--- src/rtl/cm_pkg_sort.sv ---
// Shared types and helpers for the cm_sort arbiter: vector type, tag width, round-robin search.
package cm_pkg_sort;

  localparam int unsigned VEC_DCNT   = 4;
  localparam int unsigned VEC_DWIDTH = 8;
  localparam int unsigned RR_MAXN    = 32;

  typedef logic [VEC_DCNT-1:0][VEC_DWIDTH-1:0] t_vec;

  function automatic int tag_width(input int unsigned n);
    return (n < 2) ? 1 : $clog2(n);
  endfunction

  // One-hot grant of the first set req bit after ptr, wrapping within n requesters.
  function automatic logic [RR_MAXN-1:0] rr_next(input logic [RR_MAXN-1:0] req,
                                                 input int unsigned ptr,
                                                 input int unsigned n);
    logic [RR_MAXN-1:0] gnt;
    int unsigned        idx;
    gnt = '0;
    for (int unsigned i = 1; i <= RR_MAXN; i++) begin
      idx = (ptr + i) % n;
      if (i <= n && gnt == '0 && req[idx[4:0]])
        gnt[idx[4:0]] = 1'b1;
    end
    return gnt;
  endfunction

endpackage

--- src/rtl/cm_fifo_s.sv ---
// Synchronous FIFO with async active-low reset; push when full and pop when empty are ignored.
module cm_fifo_s #(
  parameter  int unsigned DEPTH = 4,
  parameter  int unsigned WIDTH = 8,
  localparam int unsigned CW    = $clog2(DEPTH + 1)
) (
  input  logic             i_clk,
  input  logic             i_rst_n,
  input  logic             i_push,
  input  logic             i_pop,
  input  logic [WIDTH-1:0] i_data,
  output logic [WIDTH-1:0] o_data,
  output logic             o_empty,
  output logic             o_full,
  output logic [CW-1:0]    o_count
);
  localparam int unsigned AW = (DEPTH < 2) ? 1 : $clog2(DEPTH);

  logic [WIDTH-1:0] mem [DEPTH];
  logic [AW-1:0]    wr_ptr, rd_ptr;
  logic             push_ok, pop_ok;

  assign o_empty = (o_count == '0);
  assign o_full  = (o_count == CW'(DEPTH));
  assign push_ok = i_push & ~o_full;
  assign pop_ok  = i_pop & ~o_empty;
  assign o_data  = mem[rd_ptr];

  always_ff @(posedge i_clk or negedge i_rst_n) begin
    if (!i_rst_n) begin
      wr_ptr  <= '0;
      rd_ptr  <= '0;
      o_count <= '0;
    end else begin
      if (push_ok) wr_ptr <= (wr_ptr == AW'(DEPTH - 1)) ? '0 : wr_ptr + 1'b1;
      if (pop_ok)  rd_ptr <= (rd_ptr == AW'(DEPTH - 1)) ? '0 : rd_ptr + 1'b1;
      o_count <= o_count + CW'(push_ok) - CW'(pop_ok);
    end
  end

  always_ff @(posedge i_clk) begin
    if (push_ok) mem[wr_ptr] <= i_data;
  end

endmodule

--- src/rtl/cm_sort_arb.sv ---
// Round-robin front end sharing one cm_sort pipeline among RCNT requesters with credit-protected result FIFO.
// Optional statistics counters enabled by `define CM_SORT_ARB_STAT_EN.
module cm_sort_arb
  import cm_pkg_sort::*;
#(
  parameter  int unsigned RCNT   = 4,
  parameter  int unsigned DCNT   = 4,
  parameter  int unsigned DWIDTH = 8,
  parameter  int unsigned FDEPTH = 4,
  localparam int unsigned TWIDTH = tag_width(RCNT)
) (
  input  logic                                i_clk,
  input  logic                                i_rst_n,
  input  logic [RCNT-1:0]                     i_req_vld,
  output logic [RCNT-1:0]                     o_req_rdy,
  input  logic [RCNT-1:0][DCNT-1:0][DWIDTH-1:0] i_req_data,
  output logic                                o_srt_vld,
  output logic [DCNT-1:0][DWIDTH-1:0]         o_srt_data,
  input  logic                                i_srt_vld,
  input  logic [DCNT-1:0][DWIDTH-1:0]         i_srt_data,
  output logic                                o_rsp_vld,
  input  logic                                i_rsp_rdy,
  output logic [TWIDTH-1:0]                   o_rsp_tag,
  output logic [DCNT-1:0][DWIDTH-1:0]         o_rsp_data,
  output logic                                o_err
`ifdef CM_SORT_ARB_STAT_EN
  ,
  output logic [31:0]                         o_stat_issue,
  output logic [31:0]                         o_stat_stall
`endif
);
  localparam int unsigned CW = $clog2(FDEPTH + 1);
  localparam int unsigned VW = DCNT * DWIDTH;
  localparam int unsigned RW = TWIDTH + VW;

  logic [CW-1:0]                 credit;
  logic [TWIDTH-1:0]             rr_ptr;
  logic [RR_MAXN-1:0]            gnt_full;
  logic [RCNT-1:0]               gnt;
  logic [TWIDTH-1:0]             gnt_idx;
  logic [DCNT-1:0][DWIDTH-1:0]   gnt_vec;
  logic                          can_issue, issue, rsp_pop;
  logic                          tag_empty, tag_full, res_empty, res_full;
  logic [TWIDTH-1:0]             tag_head;
  logic [RW-1:0]                 res_head;
  logic                          srt_take, srt_err;
  logic [CW-1:0]                 tag_cnt, res_cnt;
  logic                          unused_ok;

  // Credits cover FIFO occupancy plus sorts in flight; the sorter can never be stalled.
  assign can_issue = (credit < CW'(FDEPTH));
  assign gnt_full  = rr_next(RR_MAXN'(i_req_vld), 32'(rr_ptr), RCNT);
  assign gnt       = gnt_full[RCNT-1:0];
  assign o_req_rdy = can_issue ? gnt : '0;
  assign issue     = can_issue & (|gnt);

  always_comb begin
    gnt_idx = '0;
    gnt_vec = '0;
    for (int unsigned i = 0; i < RCNT; i++) begin
      if (gnt[i]) begin
        gnt_idx = TWIDTH'(i);
        gnt_vec = i_req_data[i];
      end
    end
  end

  assign srt_take   = i_srt_vld & ~tag_empty;
  assign srt_err    = i_srt_vld & tag_empty;
  assign o_rsp_vld  = ~res_empty;
  assign rsp_pop    = o_rsp_vld & i_rsp_rdy;
  assign o_rsp_tag  = res_head[RW-1 -: TWIDTH];
  assign o_rsp_data = res_head[VW-1:0];
  assign unused_ok  = ^{tag_cnt, res_cnt, tag_full, res_full};

  cm_fifo_s #(.DEPTH(FDEPTH), .WIDTH(TWIDTH)) u_tag_q (
    .i_clk, .i_rst_n,
    .i_push (issue),
    .i_pop  (srt_take),
    .i_data (gnt_idx),
    .o_data (tag_head),
    .o_empty(tag_empty),
    .o_full (tag_full),
    .o_count(tag_cnt)
  );

  cm_fifo_s #(.DEPTH(FDEPTH), .WIDTH(RW)) u_res_q (
    .i_clk, .i_rst_n,
    .i_push (srt_take),
    .i_pop  (rsp_pop),
    .i_data ({tag_head, i_srt_data}),
    .o_data (res_head),
    .o_empty(res_empty),
    .o_full (res_full),
    .o_count(res_cnt)
  );

  always_ff @(posedge i_clk or negedge i_rst_n) begin
    if (!i_rst_n) begin
      o_srt_vld  <= 1'b0;
      o_srt_data <= '0;
      rr_ptr     <= TWIDTH'(RCNT - 1);
      credit     <= '0;
      o_err      <= 1'b0;
    end else begin
      o_srt_vld <= issue;
      if (issue) begin
        o_srt_data <= gnt_vec;
        rr_ptr     <= gnt_idx;
      end
      credit <= credit + CW'(issue) - CW'(rsp_pop);
      if (srt_err) o_err <= 1'b1;
    end
  end

`ifdef CM_SORT_ARB_STAT_EN
  always_ff @(posedge i_clk or negedge i_rst_n) begin
    if (!i_rst_n) begin
      o_stat_issue <= '0;
      o_stat_stall <= '0;
    end else begin
      if (issue) o_stat_issue <= o_stat_issue + 32'd1;
      if ((|i_req_vld) && credit == CW'(FDEPTH)) o_stat_stall <= o_stat_stall + 32'd1;
    end
  end
`endif

endmodule
--- config.mk ---
export PLATFORM = sky130hd
export DESIGN_NAME = cm_sort_arb
export DESIGN_NICKNAME = d
export VERILOG_FILES = /design/src/rtl/cm_pkg_sort.sv /design/src/rtl/cm_fifo_s.sv /design/src/rtl/cm_sort_arb.sv
export SDC_FILE = /design/constraint.sdc
export NUM_CORES = 1
export LEC_CHECK = 0
export BUFFER_PORTS_ARGS = -buffer_cell sky130_fd_sc_hd__buf_2
export CAP_MARGIN = 25
export CORE_ASPECT_RATIO = 1.75
export CORE_MARGIN = 4
export CORE_UTILIZATION = 49
export DETAILED_ROUTE_END_ITERATION = 10
export PLACE_DENSITY_LB_ADDON = 0.2
export SYNTH_ARGS = -nofsm -noshare
export SYNTH_HDL_FRONTEND = slang
export SYNTH_SLANG_ARGS = --single-unit
--- constraint.sdc ---
create_clock -name i_clk -period 3.8 [get_ports i_clk]
set_input_delay 0.76 -clock i_clk [delete_from_list [all_inputs] [get_ports i_clk]]
set_output_delay 0.76 -clock i_clk [all_outputs]
set_load 0.05 [all_outputs]
### Word-level counts from Yosys, hierarchy flattened

Memory sizes are Yosys's and may differ from the RTL's.
Index checks and enable logic that the tools add are counted.

* add/sub/neg operators: 14
* magnitude comparators: 9
* equal/unequal tests: 6
* muxes and demuxes: 36
* bitwise operators: 15
* reductions and logical operators: 13

Operator list (number)
* $mux W32: 6
* $logic_not A32 Y1: 3
* $or A32 B4 Y32: 1
* $lt A2 B6 Y1 const B: 4
* $mux W1: 13
* $add A2 B1 Y2 const B: 6
* $mux W2: 6
* $mux W4: 3
* $add A3 B1 Y3: 3
* $sub A3 B1 Y3: 3
* $and A1 B1 Y1: 8
* $bmux W1 S2: 4
* $demux W1 S2: 4
* $eq A2 B2 Y1 const B: 4
* $ge A2 B1 Y1 const B: 4
* $or A4 B4 Y4: 2
* $logic_and A1 B1 Y1: 7
* $eq A3 B3 Y1 const B: 2
* $logic_not A3 Y1: 2
* $add A2 B2 Y2 const B: 2
* $not A1 Y1: 4
* $reduce_or A4 Y1: 1
* $lt A3 B3 Y1 const B: 1

* register bits after elaboration: 53
* memory bits (writable): 144
* input port bits: 168
* output and inout port bits: 73
* word-level logic and storage cells: 109
* memories kept: 2

Memories
* u_res_q.mem: depth 4, bits a word 34, rd ports 1, clocked after memory_dff 0, wr ports 1, RTL line cm_fifo_s.sv:19 `logic [WIDTH-1:0] mem [DEPTH];`
* u_tag_q.mem: depth 4, bits a word 2, rd ports 1, clocked after memory_dff 0, wr ports 1, RTL line cm_fifo_s.sv:19

### Longest topological paths before layout

* depth after elaboration: 20
* mapped depth: 18
* mapped depth without buffers: 13

### Cells and area by module

A second synthesis with hierarchy kept.

* cell total of the unflattened synthesis: 541
* area, all modules: 8813.5 um2

By module, submodules not included
* cm_fifo_s (u_res_q): times used 1, cells each 217, area each 5405.2 um2, seq. area each 4259.1 um2
* cm_sort_arb: times used 1, cells each 275, area each 2670.1 um2, seq. area each 978.4 um2
* cm_fifo_s (u_tag_q): times used 1, cells each 49, area each 738.2 um2, seq. area each 415.4 um2

### Least setup slack after synthesis

No wires, ideal clock.

* kind: register to register
* start: reg rr_ptr[0]
* end: reg credit[2]
* setup time: 123 ps
* arrival: 3921 ps
* data required time: 3677 ps
* slack: -243 ps
* cell stages (with the launch flop): 18
* path buffers: 4
* clock period less this slack: 4043 ps
* cell sequence: dfstp_2 buf_6 inv_1 ha_1 mux4_2 nand2_1 a211oi_1 or2_1 clkbuf_1 or3_1 buf_4 o21ai_4 buf_2 ha_1 inv_1 ha_1 fa_1 xnor2_1

* cells in the longest elaborated chain, start to end: 19
* elaborated cells between the ends (all ways): 49
* those cells by class: add/sub: 6; order compare: 8; mux: 20; bitwise: 4; reduce/logical: 11

RTL lines
* start: declaration: RTL line cm_sort_arb.sv:37 `logic [TWIDTH-1:0] rr_ptr;`
* start signal: assignment: RTL line cm_sort_arb.sv:102 `rr_ptr <= TWIDTH'(RCNT - 1);`
* start signal: assignment: RTL line cm_sort_arb.sv:109 `rr_ptr <= gnt_idx;`
* $add A2 B1 Y2: RTL line cm_pkg_sort.sv:22 `idx = (ptr + i) % n;`
* $lt A2 B6 Y1 (not written as such) or $ge A2 B1 Y1 (tied branches): RTL line cm_pkg_sort.sv:24 `gnt[idx[4:0]] = 1'b1;`
* $logic_and A1 B1 Y1 (not written as such): RTL line cm_pkg_sort.sv:24
* $mux W1 (not written as such): RTL line cm_pkg_sort.sv:24
* $demux W1 S2: RTL line cm_pkg_sort.sv:24
* $mux W4: RTL line cm_pkg_sort.sv:23 `if (i <= n && gnt == '0 && req[idx[4:0]])`
* $logic_not A32 Y1: RTL line cm_pkg_sort.sv:23
* $logic_and A1 B1 Y1: RTL line cm_pkg_sort.sv:23
* [... 3 more ...]
* $mux W32: RTL line cm_pkg_sort.sv:23
* $logic_not A32 Y1: RTL line cm_pkg_sort.sv:23
* $logic_and A1 B1 Y1: RTL line cm_pkg_sort.sv:23
* $mux W4 (*): RTL line cm_pkg_sort.sv:23
* $reduce_or A4 Y1 (*): RTL line cm_sort_arb.sv:55 `assign issue = can_issue & (|gnt);`
* $and A1 B1 Y1 (*): RTL line cm_sort_arb.sv:55
* $add A3 B1 Y3 (*): RTL line cm_sort_arb.sv:111 `credit <= credit + CW'(issue) - CW'(rsp_pop);`
* $sub A3 B1 Y3 (*): RTL line cm_sort_arb.sv:111
* end signal: assignment: RTL line cm_sort_arb.sv:111
* end: declaration: RTL line cm_sort_arb.sv:36 `logic [CW-1:0] credit;`

Mark *: on every way between the ends. The rest lies on a longest branch, timed or not. The select of a mux whose other input is x is not followed.
A chain may end at the register's enable or synchronous reset.

### Worst setup path after layout

* start: reg rr_ptr[0]
* end: out o_req_rdy[2]

* cells in the longest elaborated chain, start to end: 16
* elaborated cells between the ends (all ways): 46
* those cells by class: add/sub: 4; order compare: 8; mux: 21; bitwise: 3; reduce/logical: 10

RTL lines
* $add A2 B1 Y2: RTL line cm_pkg_sort.sv:22
* $lt A2 B6 Y1 (not written as such) or $ge A2 B1 Y1 (tied branches): RTL line cm_pkg_sort.sv:24
* $logic_and A1 B1 Y1 (not written as such): RTL line cm_pkg_sort.sv:24
* $mux W1 (not written as such): RTL line cm_pkg_sort.sv:24
* $demux W1 S2: RTL line cm_pkg_sort.sv:24
* $mux W4: RTL line cm_pkg_sort.sv:23
* $logic_not A32 Y1: RTL line cm_pkg_sort.sv:23
* $logic_and A1 B1 Y1: RTL line cm_pkg_sort.sv:23
* $mux W32: RTL line cm_pkg_sort.sv:23
* $logic_not A32 Y1: RTL line cm_pkg_sort.sv:23
* $logic_and A1 B1 Y1: RTL line cm_pkg_sort.sv:23
* $mux W32: RTL line cm_pkg_sort.sv:23
* $logic_not A32 Y1: RTL line cm_pkg_sort.sv:23
* $logic_and A1 B1 Y1: RTL line cm_pkg_sort.sv:23
* $mux W4 (*): RTL line cm_pkg_sort.sv:23
* $mux W4 (*): RTL line cm_sort_arb.sv:54 `assign o_req_rdy = can_issue ? gnt : '0;`
* end: declaration: RTL line cm_sort_arb.sv:15 `output logic [RCNT-1:0] o_req_rdy,`

Marks and branches as above.

==> results_dict.tcl <==
set metrics [dict create \
    cp.buffers_inverters 2 \
    final_max_slew_viol_count 0 \
    violations "negative setup slack" \
    hold_path.class "in2async" \
    synth-seq-area-share_pct 58.3 \
    cpLargestDelayFamily "simple AND/OR/NAND/NOR gates" \
    crit_path_max_incr_delay_ns 0.61 \
    initial_core_util_pct 50.3 \
    synth_area_um2 9690 \
    edff_count_synth 144 \
    placementRows 67 \
    drtIter0Drc 358 \
    cts_tree "done" \
    core-area_um2 19300 \
    fill_count 1567 \
    port_buffers 240 \
    critical_path.startpoint_type "register" \
    postSynth.asyncResetShare_pct 26.9 \
    skew_ns 0.0157 \
    remaining_drc_errors 0 \
    num_vias 7226 \
    fp.dieArea_um2 22200 \
    global_placer_s_final_weighted_congestion 0.835 \
    cts.sink_count 197 \
    worst-path-max-fanout 5 \
    pin_count_of_the_biggest_net_entering_global_routing 45 \
    post_drt_wl_per_cell_um 20.3 \
    route.antenna.remaining_nets 0 \
    via_per_inst 6.00 \
    hold_viol 0 \
    post_synth.cell_area_avg_um2 13.7 \
    fp.dieW_um 114 \
    h_tree_depth 4 \
    diodes 0 \
    met2RoutedLength_um 13500 \
    dp_hpwl_um 17400 \
    req_time_crit_path_ns 3.04 \
    post-route-util_pct 62.4 \
    synth.distinct_cells 57 \
    placed_cells_incl_taps 1163 \
    slack_of_the_critical_path_ns -0.0335 \
    cts-buffers-inserted 17 \
    detailed_route_wire_length_um 24500 \
    clk_transition_reported_paths_ns 0.08 \
    grt_remaining_overflow 0 \
    pre_cts_ws_ns -0.0224 \
    fmax_mhz 261 \
    drt_pass1_iterations 5 \
    postSynth.topFlopCell "sky130_fd_sc_hd__edfxtp_1" \
    grt_pass1_vias 7531 \
    timing.slew.headroom_pct 57.2 \
    yosysWarningCount 0 \
    syn-num-nets 901 \
    postSynthRegisterBits 197 \
    worstPathArrival_ns 3.07 \
    crit_path_cell_trace "inv_4, ha_4, mux4_2, o31a_1, or3_4, and4_1, or2_4, and2_4, buf_8" \
    worst_slew_pin_slew_ns 0.641 \
    unrepaired_setup_endpoints_after_global_routing "true" \
    setup.worst_path.end_class "output pin" \
    setup_viol 1 \
    wirelength_met1_um 8410 \
    layout-drive-gt1-share_pct 41.1 \
    stdcell_count 1204 \
    wl_met3_um 1790 \
    number_of_max_cap_violations 0 \
    multi_input_logic_area_um2 3760 \
    clock-root-buffer "sky130_fd_sc_hd__clkbuf_16" \
    io-pin-count 241 \
    status "finished, violations left" \
    routed.top_layer "met4" \
    post_cts_hold_buffer_count 0 \
    storage_element_area_um2 5650 \
    dieHeight_um 194 \
    synth_cells 706 \
    worstSetupPathType "reg2out" \
    clk-insertion-delay-late_ns 0.43 \
    finalCriticalPeriod_ns 3.83 \
    antenna_violations_before_repair 0 \
    crit_path_top_delay_cell "sky130_fd_sc_hd__dfstp_2" \
    post-route-period-util_pct 101 \
    synthToLayoutAreaGrowth_pct 24.2 \
    grt_pass1_wl_um 38800 \
    grtUsageTotal_pct 22.3 \
    clockBufferDepth 2 \
    nNetsFinal 1146 \
]
-- flip-flops by register name (all words and copies together), names as in the netlist, 2 cells and up --
register,flops
o_srt_data,32
u_tag_q.mem,8
u_res_q.wr_ptr,2
rr_ptr,2
u_tag_q.rd_ptr,2
u_res_q.rd_ptr,2
u_res_q.mem,136
credit,3
u_res_q.o_count,3
u_tag_q.o_count,3
u_tag_q.wr_ptr,2
-- logic make-up after synthesis --
kind of cell / count (synthesis) / share of synthesized area [%]
XOR/XNOR: 6 / 0.542
adder cells (fa/ha/maj): 27 / 3.72
AND/OR/NAND/NOR: 119 / 6.31
multiplexers: 45 / 9.88
AO/OA/AOI/OAI: 219 / 17.1
buffers and inverters: 93 / 4.11
flip-flops: 197 / 58.3
-- final timing paths --
path	slack (ns)	start	endpoint	cells after the start
setup / recovery	-0.03	rr_ptr[0]	o_req_rdy[2]	9
hold / removal	0.23	i_rst_n	o_srt_data[24]	1
setup reg to reg	0.10	rr_ptr[0]	credit[1]	12
hold reg to reg	0.46	o_err	o_err	1
max in group asynchronous	2.74	i_rst_n	rr_ptr[1]	3
min in group i_clk	0.46	o_err	o_err	1
-- cell usage after synthesis (4+ instances only) --
library cell / instances / area (um2)
sky130_fd_sc_hd__dfrtp_1: 51 / 1280
sky130_fd_sc_hd__o31ai_1: 29 / 218
sky130_fd_sc_hd__a21oi_1: 33 / 165
sky130_fd_sc_hd__or3_1: 4 / 25.0
sky130_fd_sc_hd__a21o_1: 4 / 30.0
sky130_fd_sc_hd__clkbuf_1: 52 / 195
sky130_fd_sc_hd__ha_1: 24 / 300
sky130_fd_sc_hd__a32o_1: 32 / 320
sky130_fd_sc_hd__mux4_2: 40 / 901
sky130_fd_sc_hd__and3_1: 4 / 25.0
sky130_fd_sc_hd__nor2_1: 45 / 169
sky130_fd_sc_hd__buf_6: 5 / 56.3
sky130_fd_sc_hd__o21ai_0: 37 / 185
sky130_fd_sc_hd__and2_1: 6 / 37.5
sky130_fd_sc_hd__o2111ai_1: 29 / 254
sky130_fd_sc_hd__edfxtp_1: 144 / 4320
sky130_fd_sc_hd__a211o_1: 29 / 254
sky130_fd_sc_hd__buf_2: 6 / 30.0
sky130_fd_sc_hd__inv_1: 25 / 93.8
sky130_fd_sc_hd__mux2_2: 4 / 45.0
sky130_fd_sc_hd__nand4_1: 32 / 200
sky130_fd_sc_hd__nand2_1: 10 / 37.5
sky130_fd_sc_hd__xnor2_1: 4 / 35.0
-- worst register-to-register path, stage by stage, from the launching register on --
cell and delay (ns):
sky130_fd_sc_hd__dfstp_2 0.61, sky130_fd_sc_hd__inv_4 0.07, sky130_fd_sc_hd__ha_4 0.29, sky130_fd_sc_hd__mux4_2 0.40, sky130_fd_sc_hd__o31a_1 0.16, sky130_fd_sc_hd__or3_4 0.39
sky130_fd_sc_hd__and4_1 0.17, sky130_fd_sc_hd__or3_1 0.46, sky130_fd_sc_hd__o21ai_4 0.16, sky130_fd_sc_hd__ha_1 0.24, sky130_fd_sc_hd__inv_1 0.06, sky130_fd_sc_hd__ha_2 0.16
sky130_fd_sc_hd__fa_1 0.40
-- stage by stage --
step                hold slack (ns)  cell area, um2  TNS, ns
CTS                           0.476           12000  -0.0392
global placement              0.451           11300        0
global route                  0.235           12000   -0.453
detailed placement            0.460           11300  -0.0227
finish                        0.232           12000  -0.0335
floorplan                     0.464            9730   -0.188
-- per-layer routing --
metal / track usage (%) / vias to the layer above
met3: 6.03 / 46
met4: 9.29 / 0
met1: 23.4 / 3522
met2: 41.2 / 303
met5: 0 / -
li1: - / 3355
-- layout by cell type (no fill, tap or decap), types with 19 or more instances in the layout --
master,netlist,final
sky130_fd_sc_hd__a211o_1,29,29
sky130_fd_sc_hd__a21oi_1,33,33
sky130_fd_sc_hd__a32o_1,32,32
sky130_fd_sc_hd__buf_2,6,236
sky130_fd_sc_hd__buf_4,1,47
sky130_fd_sc_hd__dfrtp_1,51,50
sky130_fd_sc_hd__edfxtp_1,144,144
sky130_fd_sc_hd__ha_1,24,19
sky130_fd_sc_hd__inv_1,25,24
sky130_fd_sc_hd__mux4_2,40,41
sky130_fd_sc_hd__nand4_1,32,32
sky130_fd_sc_hd__nor2_1,45,43
sky130_fd_sc_hd__o2111ai_1,29,29
sky130_fd_sc_hd__o21ai_0,37,36
sky130_fd_sc_hd__o31ai_1,29,29
-- final cells by class --
type                            count  share of cell area [%]
Inverter                           27                   0.863
Timing Repair Buffer              291                    13.8
Clock inverter                     13                    1.02
Sequential cell                   197                    47.0
Multi-Input combinational cell    417                    31.3
Tap cell                          241                    2.51
Clock buffer                       18                    3.57
-- repair_timing --
item | in CTS | in global routing
endpoints found under the setup margin | 4 | 6
pin swaps | 2 | 5
cloned | 1 | 0
gates resized for setup | 11 | 11
setup buffers | 8 | 0
Power is not shown: default switching activity piles up to over one toggle a cycle in this logic, so the estimate is an artifact.
